<file path="src/rtl/fetch_realign_ctrl_pkg.sv">
// Shared front-end fetch definitions: FSM state encoding, fetch geometry and
// the credit-counter width helper.
package fetch_realign_ctrl_pkg;

   // Virtual address width used by the front end.
   localparam int unsigned VLEN            = 39;
   localparam int unsigned FETCH_WIDTH     = 32;
   localparam int unsigned INSTR_PER_FETCH = FETCH_WIDTH / 16;

   typedef enum logic [1:0] {
      BOOT  = 2'd0,
      RUN   = 2'd1,
      STALL = 2'd2
   } fetch_ctrl_state_e;

   // Bits needed to hold any value 0..max_val inclusive.
   function automatic int unsigned credit_w(input int unsigned max_val);
      return (max_val < 1) ? 1 : $clog2(max_val + 1);
   endfunction

endpackage

</file>
<file path="src/rtl/fetch_credit_cnt.sv">
// Up/down counter for instruction-queue credits. All deltas of a cycle are
// applied in one update; a load replaces the count. Results outside
// 0..MAX_VAL are clamped and flagged by assertions.
module fetch_credit_cnt #(
   parameter int unsigned MAX_VAL = 4,
   parameter int unsigned CW      = 3
) (
   input  logic          i_clk,
   input  logic          i_rst_n,
   input  logic [CW-1:0] i_inc,
   input  logic [CW-1:0] i_dec,
   input  logic          i_load,
   input  logic [CW-1:0] i_load_val,
   output logic [CW-1:0] o_count,
   output logic [CW-1:0] o_count_next
);

   localparam logic [CW:0] C_MAX = (CW+1)'(MAX_VAL);

   logic [CW-1:0] r_count;
   logic [CW:0]   w_up;
   logic [CW:0]   w_sum;
   logic [CW-1:0] w_next;
   logic          w_over;
   logic          w_under;

   // Combine increments and decrements, then clamp and flag out-of-range results.
   always_comb begin
      w_up    = {1'b0, r_count} + {1'b0, i_inc};
      w_sum   = w_up - {1'b0, i_dec};
      w_over  = 1'b0;
      w_under = 1'b0;
      w_next  = w_sum[CW-1:0];
      if (i_load) begin
         w_over = ({1'b0, i_load_val} > C_MAX);
         w_next = w_over ? C_MAX[CW-1:0] : i_load_val;
      end else if (w_up < {1'b0, i_dec}) begin
         w_under = 1'b1;
         w_next  = '0;
      end else if (w_sum > C_MAX) begin
         w_over = 1'b1;
         w_next = C_MAX[CW-1:0];
      end
   end

   // Credit register; the front end starts with the whole queue free.
   always_ff @(posedge i_clk or negedge i_rst_n) begin
      if (!i_rst_n) r_count <= C_MAX[CW-1:0];
      else          r_count <= w_next;
   end

   assign o_count      = r_count;
   assign o_count_next = w_next;

   a_no_overflow:  assert property (@(posedge i_clk) disable iff (!i_rst_n) !w_over);
   a_no_underflow: assert property (@(posedge i_clk) disable iff (!i_rst_n) !w_under);

endmodule

</file>
<file path="src/rtl/fetch_realign_ctrl.sv">
// Front-end fetch sequencer: issues I$ fetch addresses gated by queue credits
// and an outstanding-request limit, forwards responses to the re-aligner and
// drops responses that were in flight when a flush arrived.
module fetch_realign_ctrl #(
   parameter int unsigned      VLEN            = fetch_realign_ctrl_pkg::VLEN,
   parameter int unsigned      FETCH_WIDTH     = fetch_realign_ctrl_pkg::FETCH_WIDTH,
   parameter int unsigned      INSTR_PER_FETCH = FETCH_WIDTH / 16,
   parameter int unsigned      IQ_DEPTH        = 4,
   parameter int unsigned      MAX_OUTSTANDING = 2,
   parameter logic [VLEN-1:0]  BOOT_ADDR       = VLEN'(64'h8000_0000)
) (
   input  logic                               clk_i,
   input  logic                               rst_ni,
   input  logic                               flush_i,
   input  logic [VLEN-1:0]                    flush_addr_i,
   output logic                               ireq_valid_o,
   input  logic                               ireq_ready_i,
   output logic [VLEN-1:0]                    ireq_vaddr_o,
   input  logic                               irsp_valid_i,
   input  logic [VLEN-1:0]                    irsp_vaddr_i,
   output logic                               realign_valid_o,
   output logic [VLEN-1:0]                    realign_addr_o,
   output logic                               realign_flush_o,
   input  logic [INSTR_PER_FETCH-1:0]         realign_instr_valid_i,
   input  logic                               iq_pop_i,
   output logic [$clog2(IQ_DEPTH+1)-1:0]      credits_o
);

   import fetch_realign_ctrl_pkg::*;

   localparam int unsigned CW = credit_w(IQ_DEPTH);
   localparam int unsigned OW = credit_w(MAX_OUTSTANDING);

   localparam logic [CW-1:0] C_IPF   = CW'(INSTR_PER_FETCH);
   localparam logic [CW-1:0] C_DEPTH = CW'(IQ_DEPTH);
   localparam logic [OW-1:0] C_MAXO  = OW'(MAX_OUTSTANDING);

   if (FETCH_WIDTH != 32) begin : g_fetch_width_check
      $error("fetch_realign_ctrl: only FETCH_WIDTH = 32 is supported");
   end

   fetch_ctrl_state_e r_state;
   fetch_ctrl_state_e w_state_next;

   logic [VLEN-1:0] r_pc;
   logic [OW-1:0]   r_outstanding;
   logic [OW-1:0]   r_kill;

   logic [CW-1:0]   w_credits;
   logic [CW-1:0]   w_credits_d;
   logic [CW-1:0]   w_inc;
   logic [CW-1:0]   w_dec;
   logic [CW-1:0]   w_used;
   logic [CW-1:0]   w_load_val;
   logic [OW-1:0]   w_outstanding_d;
   logic [OW-1:0]   w_kill_d;
   logic            w_issue_ok;
   logic            w_issue_ok_d;
   logic            w_fire;
   logic            w_rsp;
   logic            w_rsp_kill;

   // Issue gating, handshake and response classification.
   always_comb begin
      w_issue_ok   = (w_credits >= C_IPF) && (r_outstanding < C_MAXO) && !flush_i;
      w_fire       = ireq_valid_o && ireq_ready_i;
      // A response with nothing outstanding is spurious and ignored.
      w_rsp        = irsp_valid_i && (r_outstanding != '0);
      w_rsp_kill   = w_rsp && (r_kill != '0);
      w_used       = CW'($countones(realign_instr_valid_i));
      w_outstanding_d = r_outstanding + OW'(w_fire) - OW'(w_rsp);
      // A flush turns every request still in flight into a stale response.
      w_kill_d     = flush_i ? w_outstanding_d : (r_kill - OW'(w_rsp_kill));
      w_issue_ok_d = (w_credits_d >= C_IPF) && (w_outstanding_d < C_MAXO);
   end

   // Per-cycle credit deltas, summed into a single counter update.
   always_comb begin
      w_inc = '0;
      if (w_rsp) w_inc = w_rsp_kill ? C_IPF : (C_IPF - w_used);
      if (iq_pop_i && !flush_i) w_inc = w_inc + CW'(1);
      w_dec      = w_fire ? C_IPF : '0;
      // Queue is flushed too; only stale responses still hold reservations.
      w_load_val = C_DEPTH - CW'(INSTR_PER_FETCH * 32'(w_kill_d));
   end

   fetch_credit_cnt #(
      .MAX_VAL (IQ_DEPTH),
      .CW      (CW)
   ) u_credit_cnt (
      .i_clk        (clk_i),
      .i_rst_n      (rst_ni),
      .i_inc        (w_inc),
      .i_dec        (w_dec),
      .i_load       (flush_i),
      .i_load_val   (w_load_val),
      .o_count      (w_credits),
      .o_count_next (w_credits_d)
   );

   // FSM state register.
   always_ff @(posedge clk_i or negedge rst_ni) begin
      if (!rst_ni) r_state <= BOOT;
      else         r_state <= w_state_next;
   end

   // FSM next-state logic; flush overrides every other transition.
   always_comb begin
      w_state_next = r_state;
      if (flush_i) begin
         w_state_next = RUN;
      end else begin
         case (r_state)
            BOOT:    w_state_next = RUN;
            RUN:     if (!w_issue_ok) w_state_next = STALL;
            STALL:   if (w_issue_ok_d) w_state_next = RUN;
            default: w_state_next = BOOT;
         endcase
      end
   end

   // FSM outputs towards the I$ and the re-aligner.
   always_comb begin
      ireq_valid_o    = (r_state == RUN) && w_issue_ok;
      realign_valid_o = w_rsp && !w_rsp_kill && !flush_i;
      realign_flush_o = flush_i;
   end

   // Fetch PC, outstanding-request and stale-response counters.
   always_ff @(posedge clk_i or negedge rst_ni) begin
      if (!rst_ni) begin
         r_pc          <= BOOT_ADDR;
         r_outstanding <= '0;
         r_kill        <= '0;
      end else begin
         if (flush_i)     r_pc <= flush_addr_i;
         else if (w_fire) r_pc <= {r_pc[VLEN-1:2], 2'b00} + VLEN'(4);
         r_outstanding <= w_outstanding_d;
         r_kill        <= w_kill_d;
      end
   end

   assign ireq_vaddr_o   = r_pc;
   assign realign_addr_o = irsp_vaddr_i;
   assign credits_o      = w_credits;

endmodule

</file>
<file path="config.mk">
export PLATFORM = sky130hd
export DESIGN_NAME = fetch_realign_ctrl
export DESIGN_NICKNAME = d
export VERILOG_FILES = /design/src/rtl/fetch_realign_ctrl_pkg.sv /design/src/rtl/fetch_credit_cnt.sv /design/src/rtl/fetch_realign_ctrl.sv
export SDC_FILE = /design/constraint.sdc
export NUM_CORES = 1
export LEC_CHECK = 0
export CORE_MARGIN = 10
export CORE_UTILIZATION = 30
export DETAILED_ROUTE_END_ITERATION = 10
export PLACE_DENSITY = 0.63
export SLEW_MARGIN = 10
export SYNTH_ARGS = -nofsm -noshare
export SYNTH_HDL_FRONTEND = slang
export SYNTH_SLANG_ARGS = --single-unit
</file>
<file path="constraint.sdc">
create_clock -name clk_i -period 4.2 [get_ports clk_i]
set_input_delay 0.63 -clock clk_i [delete_from_list [all_inputs] [get_ports clk_i]]
set_output_delay 0.63 -clock clk_i [all_outputs]
set_load 0.02 [all_outputs]
</file>
# Word level (Yosys, flattened, before mapping)
# Cells that the tools add are included.
classes:
  n_reduce_logical: 17
  mux: 15
  n_eq_ne: 4
  magnitude_cmp: 7
  add_sub_neg: 10
op_table:
  columns: ["op", "n"]
  rows:
  - ["39-bit 2-to-1 mux", 2]
  - ["39-bit by 3-bit adder with 39-bit output, second input constant", 1]
  - ["3-bit 2-to-1 mux", 7]
  - ["1-bit logical AND", 10]
  - ["2-bit 2-to-1 mux", 5]
  - ["3-bit by 2-bit >= comparator with 1-bit output, second input constant", 2]
  - ["3-bit != test, second input constant", 2]
  - ["2-bit case mux with 3 select lines", 1]
  - ["2-bit nonzero test", 3]
  - ["3-bit by 3-bit adder with 4-bit output", 1]
  - ["4-bit by 3-bit > comparator with 1-bit output, second input constant", 1]
  - ["2-bit less-than comparator, second input constant", 2]
  - ["4-bit by 2-bit less-than comparator with 1-bit output", 1]
  - ["2-bit by 1-bit subtractor with 2-bit output", 2]
  - ["4-bit by 2-bit subtractor with 4-bit output", 1]
  - ["3-bit by 1-bit adder with 3-bit output, second input constant", 1]
  - ["3-bit > comparator, second input constant", 1]
  - ["2-bit by 2-bit subtractor with 3-bit output, first input constant", 1]
  - ["3-bit subtractor, first input constant", 1]
  - ["1-bit by 1-bit adder with 2-bit output", 1]
  - ["2-bit by 1-bit adder with 2-bit output", 1]
  - ["2-bit by 1-bit == test with 1-bit output, second input constant", 1]
  - ["2-bit == test, second input constant", 1]
  - ["1-bit logical NOT", 2]
  - ["2 further kinds", 2]
totals:
  elab_cells: 58
  output_inout_bits: 84
  regBits: 48

# Logic depth before layout (Yosys ltp)
logic_depth:
  depth_word: 18
  mapped_depth: 14
  depth_no_buf: 14

# Hierarchy
# From an unflattened synthesis, not the netlist that was laid out.
unflattened:
  hier_cells: 398
  hier_area_um2: 3492.1
by_module_without_submodules:
  columns: ["module", "area_per_inst_um2", "instances", "cells_each", "seq_area_each_um2"]
  rows:
  - ["fetch_realign_ctrl", 3144.3, 1, 363, 1127.3]
  - ["fetch_credit_cnt", 347.8, 1, 35, 76.3]

# Worst setup path after synthesis
# Ideal clock, no wire load.
synth_path:
  kind: "input port to flip-flop"
  start: "input realign_instr_valid_i[0]"
  end: "register r_state[0]"
  path_stages: 12
  arrival_time_ps: 3300
  required_time_ps: 4071
  n_path_buf: 0
  setup_slack_ps: 771
  path_cell_list: "inv_1 > ha_1 > and3_1 > ha_1 > mux2_2 > fa_1 > inv_1 > ha_1 > ha_1 > a31oi_1 > a32o_1 > o41a_1"
synth_between:
  elab_chain_len: 16
  word_cells_on_any_way: 17
synth_lines:
  columns: ["item", "line_no", "text"]
  rows:
  - ["from (decl)", "fetch_realign_ctrl.sv:24", "input logic [INSTR_PER_FETCH-1:0] realign_instr_valid_i,"]
  - ["1-bit by 1-bit adder with 2-bit output (not written as such) *", "fetch_realign_ctrl.sv:70", "w_used = CW'($countones(realign_instr_valid_i));"]
  - ["2-bit by 2-bit subtractor with 3-bit output *", "fetch_realign_ctrl.sv:80", "if (w_rsp) w_inc = w_rsp_kill ? C_IPF : (C_IPF - w_used);"]
  - ["3-bit 2-to-1 mux * (2 in series)", "fetch_realign_ctrl.sv:80", null]
  - ["3-bit by 1-bit adder with 3-bit output", "fetch_realign_ctrl.sv:81", "if (iq_pop_i && !flush_i) w_inc = w_inc + CW'(1);"]
  - ["3-bit 2-to-1 mux *", "fetch_realign_ctrl.sv:81", null]
  - ["3-bit by 3-bit adder with 4-bit output *", "fetch_credit_cnt.sv:29", "w_up = {1'b0, r_count} + {1'b0, i_inc};"]
  - ["4-bit by 2-bit subtractor with 4-bit output", "fetch_credit_cnt.sv:30", "w_sum = w_up - {1'b0, i_dec};"]
  - ["4-bit by 3-bit > comparator with 1-bit output", "fetch_credit_cnt.sv:40", "end else if (w_sum > C_MAX) begin"]
  - ["3-bit 2-to-1 mux", "fetch_credit_cnt.sv:40", null]
  - ["3-bit 2-to-1 mux *", "fetch_credit_cnt.sv:37", "end else if (w_up < {1'b0, i_dec}) begin"]
  - ["3-bit 2-to-1 mux *", "fetch_credit_cnt.sv:34", "if (i_load) begin"]
  - ["via u_credit_cnt.o_count_next[2]", "fetch_credit_cnt.sv:15", "output logic [CW-1:0] o_count_next"]
  - ["3-bit by 2-bit >= comparator with 1-bit output *", "fetch_realign_ctrl.sv:74", "w_issue_ok_d = (w_credits_d >= C_IPF) && (w_outstanding_d < C_MAXO);"]
  - ["1-bit logical AND *", "fetch_realign_ctrl.sv:74", null]
  - ["3-bit != test (no line) *", null, null]
  - ["2-bit AND reduction (no line) *", null, null]
  - ["to (signal assigned)", "fetch_realign_ctrl.sv:104", "else r_state <= w_state_next;"]
  - ["to (decl)", "fetch_realign_ctrl.sv:42", "fetch_ctrl_state_e r_state;"]
# The timed path passes the listed nets; every way through them passes the cells marked *.
# A chain may end at the register's enable or synchronous reset.

# Worst setup path after layout
layout_path:
  start: "input realign_instr_valid_i[0]"
  end: "register r_state[1]"
# The elaborated chain is that of the path after synthesis.

==> impl_summary.txt <==
----------------------------------------------------
[Status]
  Outcome ... finished, final reports clean

[Worst setup path]
  Crit Path Max Fanout ... 3
  Worst setup EP type ... register
  Worst reg2reg path endpoint ... r_state[1]
  Data required time at the worst endpoint ... 4.39 ns
  Worst R2R Start ... r_outstanding[1]
  Cells on worst reg2reg path ... 12
  Type of the worst setup path ... input pin to register
  Setup slack, reg-to-reg ... 0.56 ns
  Critical Path AT ... 3.94 ns
  Startpoint Class ... input pin

[Power]
  Power per Cell Area ... 397 nW/µm²
  Maximum ir drop on the vdd rail ... 0.187 mV
  Static leakage ... 1.68 nW
  Final total power ... 1.64 mW

[STA]
  Final-report setup violation count ... 0
  Ratio of final minimum period to clock period ... 0.893
  FMAX ... 267 MHz
  Post-route worst hold slack ... 0.427 ns
  Slew Viols, Final ... 0
  Clock Skews ... 0.00742 ns
  Tightest Pin Transition ... 0.820 ns
  Min Clock Period, post-route ... 3.75 ns
  Unrepaired setup endpoints after global routing ... false
  Final sum of negative setup slack ... 0 ns
  Final count of hold timing violations ... 0
  Worst slew margin ... 0.451

[Synthesis]
  Syn_nets ... 468
  Most used standard cells in the synthesized netlist ... nand2_1, dfrtp_1, buf_4, o21ai_0, nor2_1
  Number of enable-type register cells in the synthesized netlist ... 0
  Cell accounting for the most synthesized area ... dfrtp_1
  Synth top area share ... 0.354
  Biggest area contributors in the synthesized netlist ... dfrtp_1, buf_4, nand2_1
  Flops & latches, synth ... 48
  Count of warnings emitted by yosys ... 0
  Ys flop type ... dfrtp_1
  Share of synthesized registers carrying an async set or reset ... 1.00
  Yosys cell types ... 54
  Mean instance size in the synthesized netlist ... 8.82 µm²
  Fraction of the yosys area taken by sequential cells ... 0.370
  Most common cell in the netlist ... nand2_1
  Summed instance area of the synthesized netlist ... 3260 µm²
  Synth Instances ... 369

[Die]
  Initial Util ... 0.311
  Die H ... 124 µm
  Placeable core area ... 10,500 µm²
  Ports placed on the boundary ... 170
  Die extent in x ... 124 µm
  Floorplan die area ... 15,400 µm²
  Row cnt ... 37

[CTS]
  Root buf cell ... clkbuf_8
  Number of hold buffers added after cts ... 0
  Maximum buffer depth of the clock tree ... 2
  Clock-pin transition on the worst setup and hold timing paths ... 0.10 ns
  Cts bufs inserted ... 5
  CTS resizes ... 0
  Buffers inserted during post-CTS setup optimization ... 0
  H-tree lvl count ... 2
  Clock tree from TritonCTS ... built
  Worst-skew pair later-pin latency ... 0.30 ns
  Clock net sink count ... 48

[Drt]
  Detailed-route DRC error count ... 0
  Top routing layer in use ... met4
  Routed wire per std cell ... 17.4 µm
  Met2 wire len ... 4.51 mm
  Routed length on met3 ... 782 µm
  Via Count ... 2,864
  Vias per cell ... 5.14
  First-pass detailed-route iteration total ... 4
  Antenna Nets Post-Route ... 0
  Iteration-0 DRC Markers ... 134
  Sum of routed wire length over all layers ... 9.71 mm
  Wire length on met1 ... 4.35 mm

[Final layout]
  Sequential cell area ... 1200 µm²
  Post-Layout Inst Area ... 4120 µm²
  Final nets ... 519
  Share of layout cells above drive strength 1 ... 0.0784
  Filler Cell Count ... 1,079
  Non-filler cells, final ... 557
  Synthesis-to-layout area growth ... 26.5%
  Antenna fix cells ... 0
  Multi-input logic area ... 1620 µm²

[Global routing]
  Maximum number of pins on one net before global-route repair ... 49
  Via count of the first global-routing pass ... 3,067
  GRT Total Usage ... 0.125
  Antenna violations before repair ... 0
  Remaining global-route overflow ... 0
  First-pass GRT wire length ... 15.6 mm

[Hold path]
  Class of the most critical hold timing path ... input pin to asynchronous set/reset pin

[Placement]
  Post-placement cell area ... 4020 µm²
  Number of buffers added on ports ... 91
  Placed cells ... 549
  HPWL reported at the end of detailed placement ... 7.33 mm
  Routability Congestion ... 0.832

[Flow run]
  Count of maximum capacitance violations ... 0

----------------------------------------------------
-- cells in the final DEF (no fill, tap or decap), types with 2 or more instances in the layout --
cell | netlist | layout
dfrtp_1 | 46 | 46
mux2i_1 | 4 | 4
o311ai_0 | 10 | 10
a221o_1 | 5 | 5
xnor2_1 | 4 | 4
nor2_1 | 17 | 17
a21o_1 | 4 | 4
a31o_2 | 2 | 2
buf_4 | 42 | 8
or4_1 | 3 | 3
mux2_2 | 2 | 2
a31oi_1 | 5 | 5
clkbuf_8 | 0 | 7
ha_1 | 12 | 12
xor2_1 | 6 | 6
o311ai_1 | 3 | 3
inv_1 | 14 | 14
nand3_1 | 12 | 12
o41ai_1 | 2 | 2
a21oi_1 | 5 | 5
nand3_2 | 3 | 3
o211ai_1 | 13 | 13
dfstp_2 | 2 | 2
nor2b_1 | 2 | 2
and3_1 | 6 | 6
nor3b_1 | 2 | 2
and2_1 | 4 | 4
nand4_2 | 2 | 2
buf_2 | 3 | 2
nand2_1 | 57 | 57
nor3_1 | 10 | 10
clkdlybuf4s50_1 | 0 | 89
nand4_1 | 11 | 11
o21ai_0 | 26 | 26
-- worst max-delay path, cell delays in order --
cell	delay, ns
clkdlybuf4s50_1	0.45
inv_1	0.04
ha_1	0.28
and3_1	0.17
ha_1	0.27
mux2_2	0.29
fa_1	0.50
inv_1	0.05
ha_1	0.21
ha_1	0.33
a31oi_1	0.09
a32o_1	0.31
o41ai_1	0.32
-- through the flow --
| stage | utilization | setup slack, ns |
|---|---|---|
| after floorplan | - | 0.771 |
| after global placement | 0.384 | 0.216 |
| after detailed placement | 0.384 | 0.138 |
| after CTS | 0.394 | 0.451 |
| after global routing | 0.394 | 0.267 |
| final | 0.394 | 0.450 |
-- worst max-delay path by stage --
stage	end	slack, ns	startpoint	depth (start not counted)
finish	r_state[1]	0.45	realign_instr_valid_i[0]	13
global route	r_state[1]	0.27	realign_instr_valid_i[0]	14
global placement	r_state[0]	0.22	realign_instr_valid_i[0]	13
floorplan	r_state[0]	0.77	realign_instr_valid_i[0]	12
CTS	r_state[1]	0.45	realign_instr_valid_i[0]	13
detailed placement	r_state[0]	0.14	realign_instr_valid_i[0]	13
-- layer usage --
metal	up-vias	GRT usage
met2	87	0.204
met3	10	0.0412
met5	-	0
met4	0	0.0259
met1	1370	0.157
li1	1397	-
-- flip-flops by register name, indices dropped and copies added (netlist names) --
name                  cells
r_kill                    2
ireq_vaddr_o             39
r_outstanding             2
u_credit_cnt.o_count      3
r_state                   2
-- kinds of logic after synthesis --
| group | share of synthesized area |
|---|---|
| and+or+nand+nor | 0.222 |
| AOI/OAI and AO/OA | 0.178 |
| buffers and inverters | 0.131 |
| DFF | 0.370 |
| adders and majority gates | 0.0523 |
| xor gates and xnor gates | 0.0269 |
| muxes | 0.0192 |
-- area by class of cell --
cell class / instances / area share
multi-input cells: 250 / 0.394
flip-flops and latches: 48 / 0.292
repair buffers: 99 / 0.233
well taps: 136 / 0.0413
clock buffers: 8 / 0.0243
inverters: 16 / 0.0146
-- power breakdown --
group | switching, mW | total (mW) | internal (mW)
logic | 0.346 | 0.663 | 0.317
clock network | 0.163 | 0.314 | 0.151
registers | 0.107 | 0.659 | 0.552
Power figures use the tool's default switching activity.
